`src/rtl/cpu_int_sequencer_pkg.sv`:
```
// cpu_int_sequencer_pkg
// Shared definitions for the interrupt/reset/BRK sequencer: sequencer state
// encoding, taken-source codes, default vector addresses and the stack page
// helper used when forming push addresses.
package cpu_int_sequencer_pkg;

   // One state per bus cycle of the 7-cycle push/vector sequence
   typedef enum logic [2:0] {
      ST_IDLE,
      ST_C1,
      ST_C2,
      ST_C3,
      ST_C4,
      ST_C5,
      ST_C6,
      ST_C7
   } seq_state_t;

   // Taken-source codes reported on src_id; IRQ line k reports SRC_IRQ0 + k
   localparam logic [3:0] SRC_RST  = 4'd0;
   localparam logic [3:0] SRC_NMI  = 4'd1;
   localparam logic [3:0] SRC_BRK  = 4'd2;
   localparam logic [3:0] SRC_IRQ0 = 4'd3;

   // Default vector low-byte addresses
   localparam logic [15:0] DEF_NMI_VEC      = 16'hFFFA;
   localparam logic [15:0] DEF_RST_VEC      = 16'hFFFC;
   localparam logic [15:0] DEF_IRQ_VEC      = 16'hFFFE;
   localparam logic [15:0] DEF_EXT_VEC_BASE = 16'hFFE0;

   // Status register bits forced into the pushed P byte
   localparam logic [7:0] P_UNUSED_BIT = 8'h20;
   localparam logic [7:0] P_BREAK_BIT  = 8'h10;

   localparam logic [7:0] STACK_PAGE = 8'h01;

   // The stack lives in page 1; the pointer wraps within the page
   function automatic logic [15:0] stack_addr(input logic [7:0] sp);
      return {STACK_PAGE, sp};
   endfunction

endpackage

```
`src/rtl/cpu_int_sequencer_if.sv`:
```
// cpu_int_sequencer_if
// Bundles the sequencer's bus and core-handoff signals.
//   bus side : busy, addr, data_out, rw (sequencer drives), data_in (memory drives)
//   core side: boundary, brk_req, i_flag, pc_in, sp_in, flags_in (core drives);
//              pc_load, pc_out, sp_load, sp_out, set_i, src_id (sequencer drives)
// modport master is the sequencer, modport slave is the core/memory side.
interface cpu_int_sequencer_if;

   logic        busy;
   logic [15:0] addr;
   logic [7:0]  data_out;
   logic        rw;
   logic [7:0]  data_in;

   logic        boundary;
   logic        brk_req;
   logic        i_flag;
   logic [15:0] pc_in;
   logic [7:0]  sp_in;
   logic [7:0]  flags_in;

   logic        pc_load;
   logic [15:0] pc_out;
   logic        sp_load;
   logic [7:0]  sp_out;
   logic        set_i;
   logic [3:0]  src_id;

   modport master (
      output busy, addr, data_out, rw,
      output pc_load, pc_out, sp_load, sp_out, set_i, src_id,
      input  data_in,
      input  boundary, brk_req, i_flag, pc_in, sp_in, flags_in
   );

   modport slave (
      input  busy, addr, data_out, rw,
      input  pc_load, pc_out, sp_load, sp_out, set_i, src_id,
      output data_in,
      output boundary, brk_req, i_flag, pc_in, sp_in, flags_in
   );

endinterface

```
`src/rtl/cpu_int_sequencer_int_priority_enc.sv`:
```
// int_priority_enc
// Combinational request arbiter: NMI > BRK > IRQ k (lowest k first).
// Ports:
//   enable   in  arbitration allowed this cycle (idle and at a boundary)
//   nmi_pend in  latched NMI edge
//   brk_req  in  core decoded a BRK
//   i_flag   in  interrupt-disable flag, masks all IRQ lines
//   nirq     in  active-low level IRQ lines
//   valid    out a request wins
//   src_id   out code of the winning source
module int_priority_enc
   import cpu_int_sequencer_pkg::*;
#(
   parameter int NUM_IRQ = 2
) (
   input  logic               enable,
   input  logic               nmi_pend,
   input  logic               brk_req,
   input  logic               i_flag,
   input  logic [NUM_IRQ-1:0] nirq,
   output logic               valid,
   output logic [3:0]         src_id
);

   // IRQ lines are scanned from the top down so the lowest asserted line
   // is the one left standing.
   always_comb begin
      valid  = 1'b0;
      src_id = SRC_RST;
      if (enable) begin
         if (nmi_pend) begin
            valid  = 1'b1;
            src_id = SRC_NMI;
         end else if (brk_req) begin
            valid  = 1'b1;
            src_id = SRC_BRK;
         end else if (!i_flag) begin
            for (int k = NUM_IRQ - 1; k >= 0; k--) begin
               if (!nirq[k]) begin
                  valid  = 1'b1;
                  src_id = SRC_IRQ0 + 4'(k);
               end
            end
         end
      end
   end

endmodule

```
`src/rtl/cpu_int_sequencer.sv`:
```
// cpu_int_sequencer
// Reset / NMI / BRK / IRQ sequencer for the 2A03 core. When a source is
// accepted it owns the bus for the 7-cycle 6502 push/vector sequence, then
// pulses pc_load/sp_load/set_i with the vector target and the new SP.
// Ports:
//   clock   in  system clock
//   nreset  in  synchronous active-high reset
//   nnmi    in  active-low NMI, falling-edge triggered
//   nirq    in  NUM_IRQ active-low level IRQ lines
//   bus     master modport: bus cycle outputs, core inputs, handoff pulses
module cpu_int_sequencer
   import cpu_int_sequencer_pkg::*;
#(
   parameter int          NUM_IRQ      = 2,
   parameter logic [15:0] NMI_VEC      = DEF_NMI_VEC,
   parameter logic [15:0] RST_VEC      = DEF_RST_VEC,
   parameter logic [15:0] IRQ_VEC      = DEF_IRQ_VEC,
   parameter logic [15:0] EXT_VEC_BASE = DEF_EXT_VEC_BASE
) (
   input  logic               clock,
   input  logic               nreset,
   input  logic               nnmi,
   input  logic [NUM_IRQ-1:0] nirq,
   cpu_int_sequencer_if.master bus
);

   seq_state_t  state_q, state_d;

   logic        busy_q, busy_d;
   logic [15:0] addr_q, addr_d;
   logic [7:0]  data_out_q, data_out_d;
   logic        rw_q, rw_d;
   logic        pulse_q, pulse_d;
   logic [15:0] pc_out_q, pc_out_d;
   logic [7:0]  sp_out_q, sp_out_d;
   logic [3:0]  src_q, src_d;

   logic        nnmi_q;
   logic        nmi_pend_q, nmi_pend_d;
   logic        rst_pend_q, rst_pend_d;

   logic [15:0] ret_q, ret_d;
   logic [7:0]  sp_q, sp_d;
   logic [7:0]  p_q, p_d;
   logic [15:0] vec_q, vec_d;
   logic [7:0]  vec_lo_q, vec_lo_d;

   logic        nmi_edge;
   logic        enc_valid;
   logic [3:0]  enc_src;
   logic        take_brk;
   logic        is_write;

   // Vector low-byte address for a source code
   function automatic logic [15:0] vector_for(input logic [3:0] src);
      logic [15:0] line_off;
      line_off = 16'(src) - 16'(SRC_IRQ0) - 16'd1;
      case (src)
         SRC_RST:           return RST_VEC;
         SRC_NMI:           return NMI_VEC;
         SRC_BRK, SRC_IRQ0: return IRQ_VEC;
         default:           return EXT_VEC_BASE + (line_off << 1);
      endcase
   endfunction

   assign nmi_edge = nnmi_q & ~nnmi;

   int_priority_enc #(
      .NUM_IRQ (NUM_IRQ)
   ) u_prio (
      .enable   (state_q == ST_IDLE && bus.boundary),
      .nmi_pend (nmi_pend_q),
      .brk_req  (bus.brk_req),
      .i_flag   (bus.i_flag),
      .nirq     (nirq),
      .valid    (enc_valid),
      .src_id   (enc_src)
   );

   always_ff @(posedge clock) begin
      if (nreset) begin
         state_q    <= ST_IDLE;
         busy_q     <= 1'b0;
         addr_q     <= 16'h0000;
         data_out_q <= 8'h00;
         rw_q       <= 1'b1;
         pulse_q    <= 1'b0;
         pc_out_q   <= 16'h0000;
         sp_out_q   <= 8'h00;
         src_q      <= SRC_RST;
         nnmi_q     <= 1'b1;
         nmi_pend_q <= 1'b0;
         rst_pend_q <= 1'b1;
         ret_q      <= 16'h0000;
         sp_q       <= 8'h00;
         p_q        <= 8'h00;
         vec_q      <= 16'h0000;
         vec_lo_q   <= 8'h00;
      end else begin
         state_q    <= state_d;
         busy_q     <= busy_d;
         addr_q     <= addr_d;
         data_out_q <= data_out_d;
         rw_q       <= rw_d;
         pulse_q    <= pulse_d;
         pc_out_q   <= pc_out_d;
         sp_out_q   <= sp_out_d;
         src_q      <= src_d;
         nnmi_q     <= nnmi;
         nmi_pend_q <= nmi_pend_d;
         rst_pend_q <= rst_pend_d;
         ret_q      <= ret_d;
         sp_q       <= sp_d;
         p_q        <= p_d;
         vec_q      <= vec_d;
         vec_lo_q   <= vec_lo_d;
      end
   end

   // Next state plus the bus cycle for that next state, so addr/rw/data_out
   // come straight out of registers during each sequence cycle.
   always_comb begin
      state_d    = state_q;
      src_d      = src_q;
      ret_d      = ret_q;
      sp_d       = sp_q;
      p_d        = p_q;
      vec_d      = vec_q;
      vec_lo_d   = vec_lo_q;
      rst_pend_d = rst_pend_q;
      pulse_d    = 1'b0;
      pc_out_d   = pc_out_q;
      sp_out_d   = sp_out_q;
      take_brk   = 1'b0;

      // A fresh edge wins over the clear so an NMI arriving while the NMI
      // vector is being read is not lost.
      nmi_pend_d = nmi_pend_q;
      if (state_q == ST_C6 && src_q == SRC_NMI) begin
         nmi_pend_d = 1'b0;
      end
      if (nmi_edge) begin
         nmi_pend_d = 1'b1;
      end

      case (state_q)
         ST_IDLE: begin
            if (rst_pend_q) begin
               state_d    = ST_C1;
               src_d      = SRC_RST;
               ret_d      = bus.pc_in;
               sp_d       = bus.sp_in;
               p_d        = bus.flags_in | P_UNUSED_BIT;
               vec_d      = RST_VEC;
               rst_pend_d = 1'b0;
            end else if (enc_valid) begin
               take_brk = (enc_src == SRC_BRK);
               state_d  = ST_C1;
               src_d    = enc_src;
               ret_d    = take_brk ? bus.pc_in + 16'd1 : bus.pc_in;
               sp_d     = bus.sp_in;
               p_d      = bus.flags_in | P_UNUSED_BIT | (take_brk ? P_BREAK_BIT : 8'h00);
               vec_d    = vector_for(enc_src);
            end
         end
         ST_C1: state_d = ST_C2;
         ST_C2: state_d = ST_C3;
         ST_C3: state_d = ST_C4;
         ST_C4: state_d = ST_C5;
         ST_C5: begin
            // NMI hijack: a BRK/IRQ still in flight is redirected to the
            // NMI vector; the P byte already pushed keeps its B bit.
            state_d = ST_C6;
            if (src_q >= SRC_BRK && (nmi_pend_q || nmi_edge)) begin
               src_d = SRC_NMI;
               vec_d = NMI_VEC;
            end
         end
         ST_C6: begin
            state_d  = ST_C7;
            vec_lo_d = bus.data_in;
         end
         ST_C7: begin
            state_d  = ST_IDLE;
            pulse_d  = 1'b1;
            pc_out_d = {bus.data_in, vec_lo_q};
            sp_out_d = sp_q - 8'd3;
         end
      endcase

      // Reset runs the same cycles but turns the three pushes into reads
      is_write   = (src_d != SRC_RST);
      busy_d     = (state_d != ST_IDLE);
      addr_d     = 16'h0000;
      rw_d       = 1'b1;
      data_out_d = 8'h00;
      case (state_d)
         ST_C1, ST_C2: addr_d = ret_d;
         ST_C3: begin
            addr_d     = stack_addr(sp_d);
            rw_d       = ~is_write;
            data_out_d = is_write ? ret_d[15:8] : 8'h00;
         end
         ST_C4: begin
            addr_d     = stack_addr(sp_d - 8'd1);
            rw_d       = ~is_write;
            data_out_d = is_write ? ret_d[7:0] : 8'h00;
         end
         ST_C5: begin
            addr_d     = stack_addr(sp_d - 8'd2);
            rw_d       = ~is_write;
            data_out_d = is_write ? p_d : 8'h00;
         end
         ST_C6:   addr_d = vec_d;
         ST_C7:   addr_d = vec_d + 16'd1;
         default: addr_d = 16'h0000;
      endcase
   end

   assign bus.busy     = busy_q;
   assign bus.addr     = addr_q;
   assign bus.data_out = data_out_q;
   assign bus.rw       = rw_q;
   assign bus.pc_load  = pulse_q;
   assign bus.sp_load  = pulse_q;
   assign bus.set_i    = pulse_q;
   assign bus.pc_out   = pc_out_q;
   assign bus.sp_out   = sp_out_q;
   assign bus.src_id   = src_q;

endmodule

```
`src/flat_wrapper.sv`:
```
// flat-port wrapper written by rule: the top's interface ports become plain ports
module cpu_int_sequencer_flat import cpu_int_sequencer_pkg::*;
#(
   parameter int          NUM_IRQ      = 2,
   parameter logic [15:0] NMI_VEC      = DEF_NMI_VEC,
   parameter logic [15:0] RST_VEC      = DEF_RST_VEC,
   parameter logic [15:0] IRQ_VEC      = DEF_IRQ_VEC,
   parameter logic [15:0] EXT_VEC_BASE = DEF_EXT_VEC_BASE
)
  (clock, nreset, nnmi, nirq, bus_busy, bus_addr, bus_data_out, bus_rw, bus_pc_load, bus_pc_out, bus_sp_load, bus_sp_out, bus_set_i, bus_src_id, bus_data_in, bus_boundary, bus_brk_req, bus_i_flag, bus_pc_in, bus_sp_in, bus_flags_in);
  cpu_int_sequencer_if bus_i ();
  input  logic clock;
  input  logic nreset;
  input  logic nnmi;
  input  logic [NUM_IRQ-1:0] nirq;
  output wire logic [$bits(bus_i.busy)-1:0] bus_busy;
  output wire logic [$bits(bus_i.addr)-1:0] bus_addr;
  output wire logic [$bits(bus_i.data_out)-1:0] bus_data_out;
  output wire logic [$bits(bus_i.rw)-1:0] bus_rw;
  output wire logic [$bits(bus_i.pc_load)-1:0] bus_pc_load;
  output wire logic [$bits(bus_i.pc_out)-1:0] bus_pc_out;
  output wire logic [$bits(bus_i.sp_load)-1:0] bus_sp_load;
  output wire logic [$bits(bus_i.sp_out)-1:0] bus_sp_out;
  output wire logic [$bits(bus_i.set_i)-1:0] bus_set_i;
  output wire logic [$bits(bus_i.src_id)-1:0] bus_src_id;
  input wire logic [$bits(bus_i.data_in)-1:0] bus_data_in;
  input wire logic [$bits(bus_i.boundary)-1:0] bus_boundary;
  input wire logic [$bits(bus_i.brk_req)-1:0] bus_brk_req;
  input wire logic [$bits(bus_i.i_flag)-1:0] bus_i_flag;
  input wire logic [$bits(bus_i.pc_in)-1:0] bus_pc_in;
  input wire logic [$bits(bus_i.sp_in)-1:0] bus_sp_in;
  input wire logic [$bits(bus_i.flags_in)-1:0] bus_flags_in;
  assign bus_busy = bus_i.busy;
  assign bus_addr = bus_i.addr;
  assign bus_data_out = bus_i.data_out;
  assign bus_rw = bus_i.rw;
  assign bus_pc_load = bus_i.pc_load;
  assign bus_pc_out = bus_i.pc_out;
  assign bus_sp_load = bus_i.sp_load;
  assign bus_sp_out = bus_i.sp_out;
  assign bus_set_i = bus_i.set_i;
  assign bus_src_id = bus_i.src_id;
  assign bus_i.data_in = bus_data_in;
  assign bus_i.boundary = bus_boundary;
  assign bus_i.brk_req = bus_brk_req;
  assign bus_i.i_flag = bus_i_flag;
  assign bus_i.pc_in = bus_pc_in;
  assign bus_i.sp_in = bus_sp_in;
  assign bus_i.flags_in = bus_flags_in;
  cpu_int_sequencer #(.NUM_IRQ(NUM_IRQ), .NMI_VEC(NMI_VEC), .RST_VEC(RST_VEC), .IRQ_VEC(IRQ_VEC), .EXT_VEC_BASE(EXT_VEC_BASE)) u_core (.clock(clock), .nreset(nreset), .nnmi(nnmi), .nirq(nirq), .bus(bus_i));
endmodule
```
`config.mk`:
```
export PLATFORM = sky130hd
export DESIGN_NAME = cpu_int_sequencer_flat
export DESIGN_NICKNAME = d
export VERILOG_FILES = /design/src/rtl/cpu_int_sequencer_pkg.sv /design/src/rtl/cpu_int_sequencer_if.sv /design/src/rtl/cpu_int_sequencer_int_priority_enc.sv /design/src/rtl/cpu_int_sequencer.sv /design/src/flat_wrapper.sv
export SDC_FILE = /design/constraint.sdc
export NUM_CORES = 1
export LEC_CHECK = 0
export BUFFER_PORTS_ARGS = -buffer_cell sky130_fd_sc_hd__clkbuf_2
export CORE_AREA = 2 2 108 110
export DETAILED_ROUTE_END_ITERATION = 6
export DIE_AREA = 0 0 110 112
export PLACE_DENSITY = 0.79
export SYNTH_ARGS = -nofsm -noshare
export SYNTH_HDL_FRONTEND = slang
export SYNTH_SLANG_ARGS = --single-unit
```
`constraint.sdc`:
```
create_clock -name clock -period 3.7 [get_ports clock]
set_input_delay 0.555 -clock clock [delete_from_list [all_inputs] [get_ports clock]]
set_output_delay 0.555 -clock clock [all_outputs]
set_load 0.005 [all_outputs]
```
-- Word-level counts from Yosys, hierarchy flattened
Cells that the tools add are included.
- add/sub/neg operators: 8
- $lt $le $gt $ge: 1
- eq/ne operators: 18
- mux-type cells: 43
- bitwise gates (word level): 5
- reductions and logical operators: 13
- operator list (operator ; number):
    two-way mux 16 bit ; 7
    case mux 16 bit (6 select lines) ; 1
    two-way mux 8 bit ; 9
    case mux 16 bit (3 select lines) ; 1
    adder 16 x 1 -> 16 bit, second input constant ; 2
    two-way mux 4 bit ; 8
    case mux 16 bit (2 select lines) ; 1
    equality test 3 bit, second input constant ; 8
    case mux 3 bit (8 select lines) ; 1
    case mux 8 bit (3 select lines) ; 1
    adder 16 bit, first input constant ; 1
    subtractor 8 x 2 -> 8 bit, second input constant ; 2
    subtractor 15 x 1 -> 15 bit, second input constant ; 1
    equality test 3 x 2 -> 1 bit, second input constant ; 4
    two-way mux 1 bit ; 9
    two-way mux 3 bit ; 3
    equality test 4 x 1 -> 1 bit, second input constant ; 2
    equality test 4 x 2 -> 1 bit, second input constant ; 2
    OR 8 bit ; 1
    case mux 4 bit (2 select lines) ; 1
    subtractor 8 x 1 -> 8 bit, second input constant ; 1
    equality test 3 x 1 -> 1 bit, second input constant ; 2
    OR reduction 2 bit ; 3
    two-way mux 5 bit ; 1
    other kinds (12) ; 16
- register bits after elaboration: 117
- word-level logic and storage cells: 105

-- Longest topological paths before layout
Gate-level depths: netlist of the first run.
- depth in word-level cells: 15
- depth in mapped cells: 15
- mapped depth without buffers: 11

-- Hierarchy
Synthesis of the first run repeated with hierarchy kept, for this count alone.
- cells, all modules: 797
- area, all modules: 6359.8 um2
- modules (own cells, without submodules) (module ; instances ; cells an instance ; area each (um2) ; sequential area each (um2)):
    cpu_int_sequencer ; 1 ; 787 ; 6289.8 ; 2342.2
    int_priority_enc ; 1 ; 10 ; 70.1 ; 0.0

-- Worst setup path after synthesis of the first run
No wires, ideal clock.
- path kind: register to register
- from: register u_core.state_q[1]
- to: register u_core.addr_q[7] (netlist: u_core.bus.addr[7])
- library setup time: 0.136 ns
- arrival time: 3.190 ns
- setup slack: 0.375 ns
- cell stages (with the launch flop): 14
- buffers on the path: 3
- period minus slack after synthesis: 3.325 ns
- cell sequence: dfxtp_1 -> buf_6 -> or4b_1 -> nand2_1 -> buf_2 -> mux2i_1 -> ha_1 -> clkbuf_2 -> nand2_1 -> or3_1 -> a211oi_1 -> mux2i_1 -> a211oi_1 -> o32ai_1
- cells in the longest elaborated chain, start to end: 12
- ends and longest elaborated chain (item ; line ; RTL):
    start: declaration ; cpu_int_sequencer.sv:27 ; seq_state_t state_q, state_d;
    start signal: assignment ; cpu_int_sequencer.sv:100 ; state_q <= state_d;
    logical NOT 3 bit ; cpu_int_sequencer.sv:71, cpu_int_sequencer.sv:146 ;
    logical AND 1 bit ; cpu_int_sequencer.sv:71 ; .enable (state_q == ST_IDLE && bus.boundary),
    two-way mux 4 bit ; cpu_int_sequencer_int_priority_enc.sv:30 ; if (enable) begin
    subtractor 4 x 2 -> 5 bit ; cpu_int_sequencer.sv:57 ; line_off = 16'(src) - 16'(SRC_IRQ0) - 16'd1;
    subtractor 15 x 1 -> 15 bit ; cpu_int_sequencer.sv:57 ;
    adder 16 bit ; cpu_int_sequencer.sv:62 ; default: return EXT_VEC_BASE + (line_off << 1);
    case mux 16 bit (3 select lines) ; cpu_int_sequencer.sv:58 ; case (src)
    two-way mux 16 bit ; cpu_int_sequencer.sv:156 ; end else if (enc_valid) begin
    two-way mux 16 bit ; cpu_int_sequencer.sv:148 ; if (rst_pend_q) begin
    case mux 16 bit (2 select lines) ; cpu_int_sequencer.sv:146 ; case (state_q)
    adder 16 x 1 -> 16 bit ; cpu_int_sequencer.sv:215 ; ST_C7: addr_d = vec_d + 16'd1;
    case mux 16 bit (6 select lines) * ; cpu_int_sequencer.sv:197 ; case (state_d)
    end signal: assignment ; cpu_int_sequencer.sv:102 ; addr_q <= addr_d;
    end: declaration ; cpu_int_sequencer.sv:30 ; logic [15:0] addr_q, addr_d;
Every way passes the cells marked *; elsewhere a longest branch is shown, timed or not.
A chain may end at the register's enable or synchronous reset.

-- Final worst setup path of the first run
- from: register u_core.state_q[0]
- to: register u_core.addr_q[7] (netlist: u_core.bus.addr[7])
Same word-level chain as after synthesis.

==> results of run 1 <==
==> critical path, stage by stage, from the launching register on <==
cell and delay, ns:
dfxtp_1 0.42, or4b_1 0.57, nand2_1 0.21, mux2i_1 0.27
ha_1 0.22, nand2_1 0.09, or3_1 0.32, a211oi_1 0.28
mux2i_1 0.12, a211oi_1 0.50, o32ai_1 0.17
==> layout make-up <==
| type | count | area share, % |
|---|---|---|
| Clock buffer | 21 | 6.030 |
| Clock inverter | 11 | 2.044 |
| Inverter | 18 | 0.9045 |
| Multi-Input combinational cell | 614 | 47.25 |
| Sequential cell | 117 | 31.36 |
| Tap cell | 143 | 2.395 |
| Timing Repair Buffer | 134 | 10.02 |
==> synth_stat cells, types with 4 or more instances <==
library cell  instances
dfxtp_1             117
nand2_1             114
nor2_1               99
a21oi_1              76
clkbuf_1             52
o21ai_0              36
nand3_1              25
nor3_1               23
inv_1                18
a211oi_1             15
nand4_1              15
or3_1                12
mux2i_1              11
a31oi_1               9
nor4_1                9
nand2b_1              8
nor2b_1               8
o211ai_1              8
o22ai_1               8
xnor2_1               8
xor2_1                8
and2_1                7
ha_1                  6
or4_1                 6
a21o_1                5
a221oi_1              5
and3_1                5
buf_1                 5
o21a_1                5
o31ai_1               5
buf_2                 4
o2111ai_1             4
o221ai_1              4
o31a_1                4
==> stage by stage <==
step | worst slack (ns) | instance area [sq um] | hold slack (ns)
after floorplan | 0.3746 | 6216 | 0.4321
after global placement | 0.3618 | 6867 | 0.4355
after detailed placement | 0.3519 | 6867 | 0.4480
after CTS | 0.4473 | 7470 | 0.3429
after global routing | 0.2196 | 7470 | 0.3595
final | 0.3709 | 7470 | 0.3544
==> flip-flops by register name, summed over array words and instances, names as in the netlist, 16 cells and up <==
name               cells
u_core.bus.pc_out     16
u_core.ret_q          16
u_core.bus.addr       16
u_core.vec_q          16
==> layout by cell type, fill, tap and decap left out, types with 5 or more instances in the layout <==
master,instances
a31oi_1,9
o211ai_1,8
o22ai_1,8
a21o_1,5
clkbuf_2,103
nor4_1,9
ha_1,6
nor2_1,99
xor2_1,8
a211oi_1,15
mux2i_1,11
and3_1,5
a221oi_1,5
buf_4,31
nand4_1,15
inv_1,18
o21a_1,5
nor2b_1,8
nor3_1,23
nand3_1,25
nand2_1,114
or4_1,6
and2_1,7
xnor2_1,8
o21ai_0,36
nand2b_1,8
o31ai_1,5
clkbuf_16,17
a21oi_1,76
dfxtp_1,117
or3_1,12
==> worst max-delay path by stage <==
stage                                   start                       endpoint  slack, ns  depth (start not counted)
2_1_floorplan    u_core.state_q[1]$_SDFF_PP0_  u_core.bus.addr[7]$_SDFF_PP0_       0.37                         13
3_3_place_gp                      bus_brk_req  u_core.bus.addr[7]$_SDFF_PP0_       0.36                         12
3_5_place_dp                      bus_brk_req  u_core.bus.addr[7]$_SDFF_PP0_       0.35                         12
4_1_cts          u_core.state_q[0]$_SDFF_PP0_  u_core.bus.addr[7]$_SDFF_PP0_       0.45                         10
5_1_grt        u_core.rst_pend_q$_SDFFE_PP1N_  u_core.bus.addr[6]$_SDFF_PP0_       0.22                         11
6_report         u_core.state_q[0]$_SDFF_PP0_  u_core.bus.addr[7]$_SDFF_PP0_       0.37                         10
==> kinds of logic after synthesis <==
group / Yosys count
compound gates: 225
xor+xnor: 16
fa+ha+maj: 6
simple gates: 353
flops: 117
buf+inv: 84
mux: 14
==> routing by layer <==
layer  wire length [microns]  track usage, %
met1                    8528           44.39
met2                    9163           51.66
met3                    1755           8.724
met4                     673           14.18
met5                       0               0
==> where the power goes <==
part / internal (mW) / switching, mW / total [mW]
Clock: 1.08 / 0.589 / 1.67
Sequential: 1.38 / 0.101 / 1.48
Combinational: 0.391 / 0.690 / 1.08
Total: 2.85 / 1.38 / 4.23
==> summary.txt, run 1 <==
status: finished, final reports clean
ys flop type: dfxtp_1
Worst Clk Skew: 0.01007 ns
initial antenna violation count: 0
cts hold-fix bufs: 0
Hold Path Class: input pin to flop
nets: 956
fin crit share: 89.98%
vias in the first global route: 6235
Chip Width: 110 microns
die area: 12320 sq um
DP Wirelength: 14.15 mm
Port Buf Inserts: 103
placed insts: 1026
Reg-to-Reg End: u_core.bus.addr[7]$_SDFF_PP0_
Final Hold Vio Count: 0
Synth-to-Final Area Change: 20.17%
number of synthesized register bits: 117
starting density of the core: 55.63%
first-pass GRT wire length: 32.03 mm
Cell Rows: 39
top post-synthesis cells by area: dfxtp_1, nand2_1, a21oi_1
CTS H-Tree Depth: 4
CTS tree: done
grt total ovfl: 0
worst r2r path cells: 10
simple-gate share of the synthesized area: 27.03%
Total GRT Usage: 33.62%
Syn. warnings: 0
Crit. End Element: flop
FF-to-FF setup slack: 0.37 ns
setup bufs post-CTS: 0
Clock Latency Late Sink: 0.42 ns
Post-DRT Antenna Nets: 0
largest net degree at the start of global routing: 92
total CTS buffers: 17
critical path class: flop to flop
Post-route DRC: 0
first drt pass iteration count: 6
Synth Instances: 815
Reg-to-Reg Start: u_core.state_q[0]$_SDFF_PP0_
post-synthesis cell type count: 75
Core Area: 11170 sq um
total number of vias: 6668
Max Fclk: 300.4 MHz
RSZ-0062 raised after global routing: false
slew margin rel.: 32.35%
area occupied by multi-input gates: 3530 sq um
clock sinks: 117
ys async rst share: 0%
area share of the largest cell type after synthesis: 37.68%
Mean Syn Cell Area: 7.627 sq um
post-cts resize count: 0
Synth Area in Adders: 1.208%
RePlAce Congestion: 0.9395
Total Wirelength: 20.12 mm
Compound-Gate Fraction of Synth Area: 23.97%
Syn Nets: 869
# fillers: 954
WL/cell: 19.02 microns
Crit Path Max Fanout: 10
vias per std cell: 6.302
peak supply drop: 0.4985 mV
Post-Synth XOR/XNOR Area: 2.254%
PwrDens: 566.3 nW/um^2
sequential share of the synthesized area: 37.68%
largest family of logic cells by synthesized area: simple AND/OR/NAND/NOR gates
Root Buffer: clkbuf_16
post-synthesis mux area share: 2.315%
# diodes: 0
Storage cell area: 2342 sq um
initial drt markers: 747
Non-Filler Instances: 1058
# IOs: 105
startpoint types: flop
cell taking the most area after synthesis: dfxtp_1
min Tclk post-route: 3.329 ns
Final Util: 66.85%
Worst-path clk slew: 0.06 ns
Max-cap violations: 0
layout cell share with drive strength beyond 1: 19.34%
crit path DAT: 3.60 ns
setup_tns: 0 ns
Slew Limit Fails: 0
EDFF count, synth: 0
Hold Crit Start: nnmi
CTS Buffer Depth: 2
Slew @ Worst Pin: 1.008 ns
cell area after synthesis: 6216 sq um
final setup violation count: 0
Worst Hold End: u_core.nnmi_q$_SDFF_PP1_
Tot Pwr: 4.230 mW
hold-critical path depth: 2
Req. time, crit path: 3.97 ns
Die Span Y: 112 microns
Leak: 2.984 nW
Power figures use the tool's default switching activity.
==> run 2, diff against run 1 <==
- BUFFER_PORTS_ARGS: -buffer_cell sky130_fd_sc_hd__clkbuf_2 -> -buffer_cell sky130_fd_sc_hd__buf_4
- RECOVER_POWER: default -> 50
- SETUP_SLACK_MARGIN: default -> 0.5
==> run 2 against run 1 <==
The flow now finishes with violations (max-capacitance violations, max-slew violations). Wire length grew 1.9%. Via count shrank 0.37%. Register-to-register slack improved by 0.18 ns. Clock power shrank 8%. Clock skew fell by 0.0011 ns. Die area did not move. Sequential power is essentially flat. Count of clock-buffer cells in the layout fell by 1. Sequential share of layout area down 0.96 points. Global-route usage is 0.52 points higher. Cell area up 3.2%. Non-clock buffer count increased by 2. Critical endpoint is now u_core.bus.addr[4]$_SDFF_PP0_.
==> summary.txt, run 2 (same netlist as run 1, synthesis figures left out) <==
Req. time, crit path: 4.01 ns (+0.04 ns)
Final Hold Vio Count: 0 (unchanged)
Synth-to-Final Area Change: 24.01%
total number of vias: 6643 (-0.37%)
setup_tns: 0 ns (unchanged)
Root Buffer: clkbuf_16
RePlAce Congestion: 0.9692 (+3.2%)
# IOs: 105 (unchanged)
RSZ-0062 raised after global routing: true
CP Cell Sequence: buf_4 -> or3_1 -> nor2_1 -> clkbuf_1 -> nor2_1 -> mux2i_1 -> ha_1 -> nand2_1 -> xor2_1 -> nor2_1 -> a21oi_1 -> o221ai_1 -> o31a_1
Worst Hold End: u_core.nnmi_q$_SDFF_PP1_
Crit path largest cell delay: 0.37 ns (-0.20 ns)
die area: 12320 sq um (unchanged)
starting density of the core: 55.63% (unchanged)
Clock Latency Late Sink: 0.42 ns (about the same)
initial drt markers: 965 (+29%)
critical path class: flop to flop
crit path DAT: 3.46 ns (-0.14 ns)
most used cell, CP: nor2_1
Port Buf Inserts: 103 (unchanged)
Slew @ Worst Pin: 1.992 ns (+0.9845 ns)
Reg-to-Reg Start: u_core.state_q[0]$_SDFF_PP0_
Total GRT Usage: 34.14% (+0.52 points)
Chip Width: 110 microns (unchanged)
Worst Clk Skew: 0.008996 ns (-0.001070 ns)
status: finished, violations left
Buf/Inv on CP: 2 (+2)
Crit Path Max Fanout: 13 (+3)
Worst path slowest cell: or3_1
grt total ovfl: 0 (unchanged)
Crit path max-delay family: simple AND/OR/NAND/NOR gates
Crit. End Element: flop
failing checks: max-capacitance violations, max-slew violations
CTS tree: done
Max-cap violations: 1 (+1)
clock sinks: 117 (unchanged)
first drt pass iteration count: 6 (unchanged)
Leak: 2.975 nW (-0.32%)
hold-critical path depth: 2 (unchanged)
min Tclk post-route: 3.152 ns (-0.1768 ns)
Worst-path clk slew: 0.06 ns (about the same)
PwrDens: 537.1 nW/um^2 (-5.1%)
Reg-to-Reg End: u_core.bus.addr[4]$_SDFF_PP0_
peak supply drop: 0.4787 mV (-4.0%)
startpoint types: flop
Hold Crit Start: nnmi
# diodes: 0 (unchanged)
final setup violation count: 0 (unchanged)
DP Wirelength: 14.44 mm (+2.1%)
FF-to-FF setup slack: 0.55 ns (+0.18 ns)
Die Span Y: 112 microns (unchanged)
fin crit share: 85.20% (-4.8 points)
Total Wirelength: 20.51 mm (+1.9%)
Post-route DRC: 0 (unchanged)
worst r2r path cells: 13 (+3)
WL/cell: 19.35 microns (+1.7%)
Cell Rows: 39 (unchanged)
cts hold-fix bufs: 0 (unchanged)
slew margin rel.: -32.83% (-65 points)
first-pass GRT wire length: 32.35 mm (+0.99%)
most frequent cells in the layout: dfxtp_1, nand2_1, nor2_1, a21oi_1, buf_4
Core Area: 11170 sq um (unchanged)
Post-DRT Antenna Nets: 0 (unchanged)
most common cell after layout, fill and taps aside: dfxtp_1
dpl ws: 0.3419 ns (-0.01000 ns)
total CTS buffers: 17 (unchanged)
Slew Limit Fails: 94 (+94)
vias in the first global route: 6245 (+0.16%)
initial antenna violation count: 1 (+1)
largest net degree at the start of global routing: 94 (+2.2%)
vias per std cell: 6.267 (-0.56%)
Hold Path Class: input pin to flop
layout cell share with drive strength beyond 1: 19.52% (+0.18 points)
Max Fclk: 317.2 MHz (+5.6%)
CTS Buffer Depth: 2 (unchanged)
Setup WS post-layout: 0.5477 ns (+0.1768 ns)
nets: 958 (+0.21%)
CTS H-Tree Depth: 4 (unchanged)
-- run 2: cell count changes in the layout (fill, tap and decap cells not counted), moves of 3 or more --
cell | previous run | this run
buf_4 | 31 | 76
clkbuf_1 | 3 | 12
clkbuf_2 | 103 | 1
clkbuf_4 | 0 | 48
clkinv_2 | 1 | 4
-- run 2: repair_timing --
item	in CTS	in global routing
resized for setup	1	9
hold endpoints to repair	0	0
endpoints found under the setup margin	1	8
setup buffers	0	2
-- run 2: where the power goes --
group          internal [mW]  switching, mW
clock network          0.936          0.596
registers               1.38         0.0980
logic                  0.432          0.696
total                   2.75           1.39
-- run 2: per-stage QoR --
stage               util, %  std cells  power (mW)  area (sq um)  hold slack (ns)
floorplan                 -        815       2.174          6243           0.4321
detailed placement    63.98       1026       2.590          7149           0.4460
global route          68.98       1060       4.298          7709           0.3478
finish                68.98       1060       4.141          7709           0.3402
global placement      63.98       1026       2.577          7149           0.4359
CTS                   68.96       1058       4.118          7706           0.3331
-- run 2: worst max path at each step --
stage                                        start                       endpoint  slack (ns)  depth (start not counted)
finish                u_core.state_q[0]$_SDFF_PP0_  u_core.bus.addr[4]$_SDFF_PP0_        0.55                         13
global placement                           nirq[0]  u_core.bus.addr[7]$_SDFF_PP0_        0.37                         12
detailed placement                         nirq[0]  u_core.bus.addr[7]$_SDFF_PP0_        0.34                         12
global route          u_core.state_q[0]$_SDFF_PP0_  u_core.bus.addr[4]$_SDFF_PP0_        0.41                         13
floorplan             u_core.state_q[1]$_SDFF_PP0_  u_core.bus.addr[7]$_SDFF_PP0_        0.53                         13
CTS                 u_core.rst_pend_q$_SDFFE_PP1N_  u_core.bus.addr[6]$_SDFF_PP0_        0.52                         11
-- run 2: layout make-up --
| class | count | area, sq um |
|---|---|---|
| timing repair buffer | 136 | 984.7 |
| inverter | 18 | 71.32 |
| multi-input combinational | 614 | 3576 |
| sequential | 117 | 2344 |
| fill | 965 | 3466 |
| tap | 143 | 178.9 |
| clock buffer | 20 | 446.7 |
| clock inverter | 12 | 107.6 |
-- run 2: metal layers --
metal	wire length [microns]	vias up	global-route usage (%)	part of all wire, %
met5	13	-	0	0.063
met4	766	2	15.78	3.7
met3	2109	67	8.197	10
met2	9302	380	51.41	45
met1	8313	3073	45.81	41
li1	-	3121	-	-
==> run 3, diff against run 2 <==
- CELL_PAD_IN_SITES_DETAIL_PLACEMENT: default -> 1
- CELL_PAD_IN_SITES_GLOBAL_PLACEMENT: default -> 2
- CORE_AREA: 2 2 108 110 -> 2 2 143 145
- DIE_AREA: 0 0 110 112 -> 0 0 145 147
- PLACE_DENSITY: 0.79 -> default
- PLACE_DENSITY_LB_ADDON: default -> 0.1
==> run 3 against run 2 <==
The run still ends with max-capacitance violations, max-slew violations left. Non-clock buffer count rose by 11. Sequential power barely moved. Critical endpoint is now u_core.bus.addr[7]$_SDFF_PP0_. Global-route usage fell by 11 points. Flip-flop and latch count did not move. Cell count rose by 13%.
==> summary.txt, run 3 (same netlist as run 1, synthesis figures left out) <==
Max-cap violations: 1 (unchanged)
Crit path largest cell delay: 0.58 ns (+0.21 ns)
most common cell after layout, fill and taps aside: dfxtp_1
RePlAce Congestion: 0.9131 (-5.8%)
Root Buffer: clkbuf_16
area occupied by multi-input gates: 3590 sq um (+0.38%)
cts hold-fix bufs: 0 (unchanged)
total CTS buffers: 17 (unchanged)
Worst-path clk slew: 0.06 ns (about the same)
Synth-to-Final Area Change: 29.25%
CTS Buffer Depth: 2 (unchanged)
CTS tree: done
grt total ovfl: 0 (unchanged)
most used cell, CP: a211oi_2
vias in the first global route: 6648 (+6.5%)
Non-Filler Instances: 1198 (+13%)
first drt pass iteration count: 5 (-1)
die area: 21320 sq um (+73%)
final setup violation count: 0 (unchanged)
min Tclk post-route: 3.156 ns (+0.004004 ns)
setup_tns: 0 ns (unchanged)
Buf/Inv on CP: 2 (unchanged)
critical path class: flop to flop
fin crit share: 85.30% (+0.11 points)
WL met2: 11.81 mm (+27%)
WL met1: 11.45 mm (+38%)
# diodes: 0 (unchanged)
FF-to-FF setup slack: 0.54 ns (about the same)
WL/cell: 20.74 microns (+7.2%)
Port Buf Inserts: 103 (unchanged)
vias per std cell: 5.493 (-12%)
Max Fclk: 316.8 MHz (-0.13%)
Worst Clk Skew: 0.01334 ns (+0.004340 ns)
Leak: 3.085 nW (+3.7%)
Storage cell area: 2344 sq um (unchanged)
DP Wirelength: 17.98 mm (+25%)
RSZ-0062 raised after global routing: true
Crit. End Element: flop
Crit path max-delay family: simple AND/OR/NAND/NOR gates
slew margin rel.: -36.11% (-3.3 points)
Cell Rows: 52 (+33%)
Req. time, crit path: 4.03 ns (+0.02 ns)
startpoint types: flop
PwrDens: 546.8 nW/um^2 (+1.8%)
Core Area: 19840 sq um (+78%)
Total GRT Usage: 23.37% (-11 points)
largest net degree at the start of global routing: 92 (-2.1%)
starting density of the core: 31.32% (-24 points)
failing checks: max-capacitance violations, max-slew violations
Hold Path Class: input pin to flop
Hold Crit Start: nnmi
peak supply drop: 0.3493 mV (-27%)
initial drt markers: 369 (-62%)
Clock Latency Late Sink: 0.43 ns (about the same)
Setup crit start: u_core.state_q[1]$_SDFF_PP0_
Crit Path Max Fanout: 15 (+2)
# IOs: 105 (unchanged)
nets: 969 (+1.1%)
Total Wirelength: 24.84 mm (+21%)
Slew @ Worst Pin: 2.042 ns (+0.04917 ns)
CP Cell Sequence: or4b_1 -> nand2_2 -> buf_12 -> mux2i_4 -> ha_2 -> nand2_1 -> or3_1 -> a211oi_2 -> mux2i_1 -> a211oi_2 -> buf_4 -> o32ai_1
Reg-to-Reg Start: u_core.state_q[1]$_SDFF_PP0_
DR top layer: met4
met3 wire len: 1.079 mm (-49%)
Die Span Y: 147 microns (+31%)
Post-route DRC: 0 (unchanged)
placed insts: 1161 (+13%)
layout cell share with drive strength beyond 1: 21.66% (+2.1 points)
crit path DAT: 3.49 ns (+0.03 ns)
status: finished, violations left
first-pass GRT wire length: 39.07 mm (+21%)
clock sinks: 117 (unchanged)
Slew Limit Fails: 92 (-2.1%)
Worst path slowest cell: or4b_1
most frequent cells in the layout: dfxtp_1, nand2_1, nor2_1, buf_4, a21oi_1
CTS H-Tree Depth: 4 (unchanged)
initial antenna violation count: 0 (-1)
# fillers: 2441 (+150%)
Final Hold Vio Count: 0 (unchanged)
Post-DRT Antenna Nets: 0 (unchanged)
total number of vias: 6581 (-0.93%)
Chip Width: 145 microns (+32%)
-- run 3: cell types whose count changed in the layout (fill, tap and decap cells not counted), moves of 5 or more --
cell and delta:
buf_4 +10, clkbuf_4 +5, inv_6 +6, clkbuf_1 -7
-- run 3: routing by layer --
layer	up-vias	GRT usage, %
met2	157	38.38
li1	3144	-
met1	3250	31.28
met3	30	4.503
met5	-	0
met4	0	6.931
-- run 3: path summary, 6_finish.rpt --
| kind | to | cells after the start |
|---|---|---|
| setup / recovery | u_core.bus.addr[7]$_SDFF_PP0_ | 12 |
| hold / removal | u_core.nnmi_q$_SDFF_PP1_ | 2 |
| setup reg to reg | u_core.bus.addr[7]$_SDFF_PP0_ | 12 |
| hold reg to reg | u_core.bus.pc_out[8]$_SDFFE_PP0P_ | 2 |
-- run 3: power breakdown --
part | internal (mW) | switching [mW] | total [mW]
Combinational | 0.471 | 0.748 | 1.22
Sequential | 1.38 | 0.104 | 1.48
Clock | 1.01 | 0.682 | 1.69
-- run 3: cell type report --
cell class                      instances  share of cell area [%]
Clock buffer                           17                   5.295
Sequential cell                       117                   29.17
Timing Repair Buffer                  147                   13.67
Clock inverter                         15                   2.087
Inverter                               18                  0.8877
Tap cell                              270                   4.205
Multi-Input combinational cell        614                   44.68
-- run 3: what timing repair did --
item | 4_1_cts | 5_1_grt
setup buffers | 0 | 5
endpoints found under the setup margin | 3 | 9
cloned | 0 | 0
resized for setup | 6 | 9
-- run 3: per-stage QoR --
stage	hold slack [ns]	util [%]	cell area [sq um]	worst slack [ns]	total power [mW]
5_1_grt	0.3411	40.49	8034	0.4123	4.616
3_5_place_dp	0.4510	37.13	7368	0.1412	2.693
3_3_place_gp	0.4385	37.13	7368	0.1858	2.673
4_1_cts	0.3367	40.24	7985	0.5029	4.412
6_report	0.3449	40.49	8034	0.5437	4.393
2_1_floorplan	0.4321	-	6243	0.5268	2.174
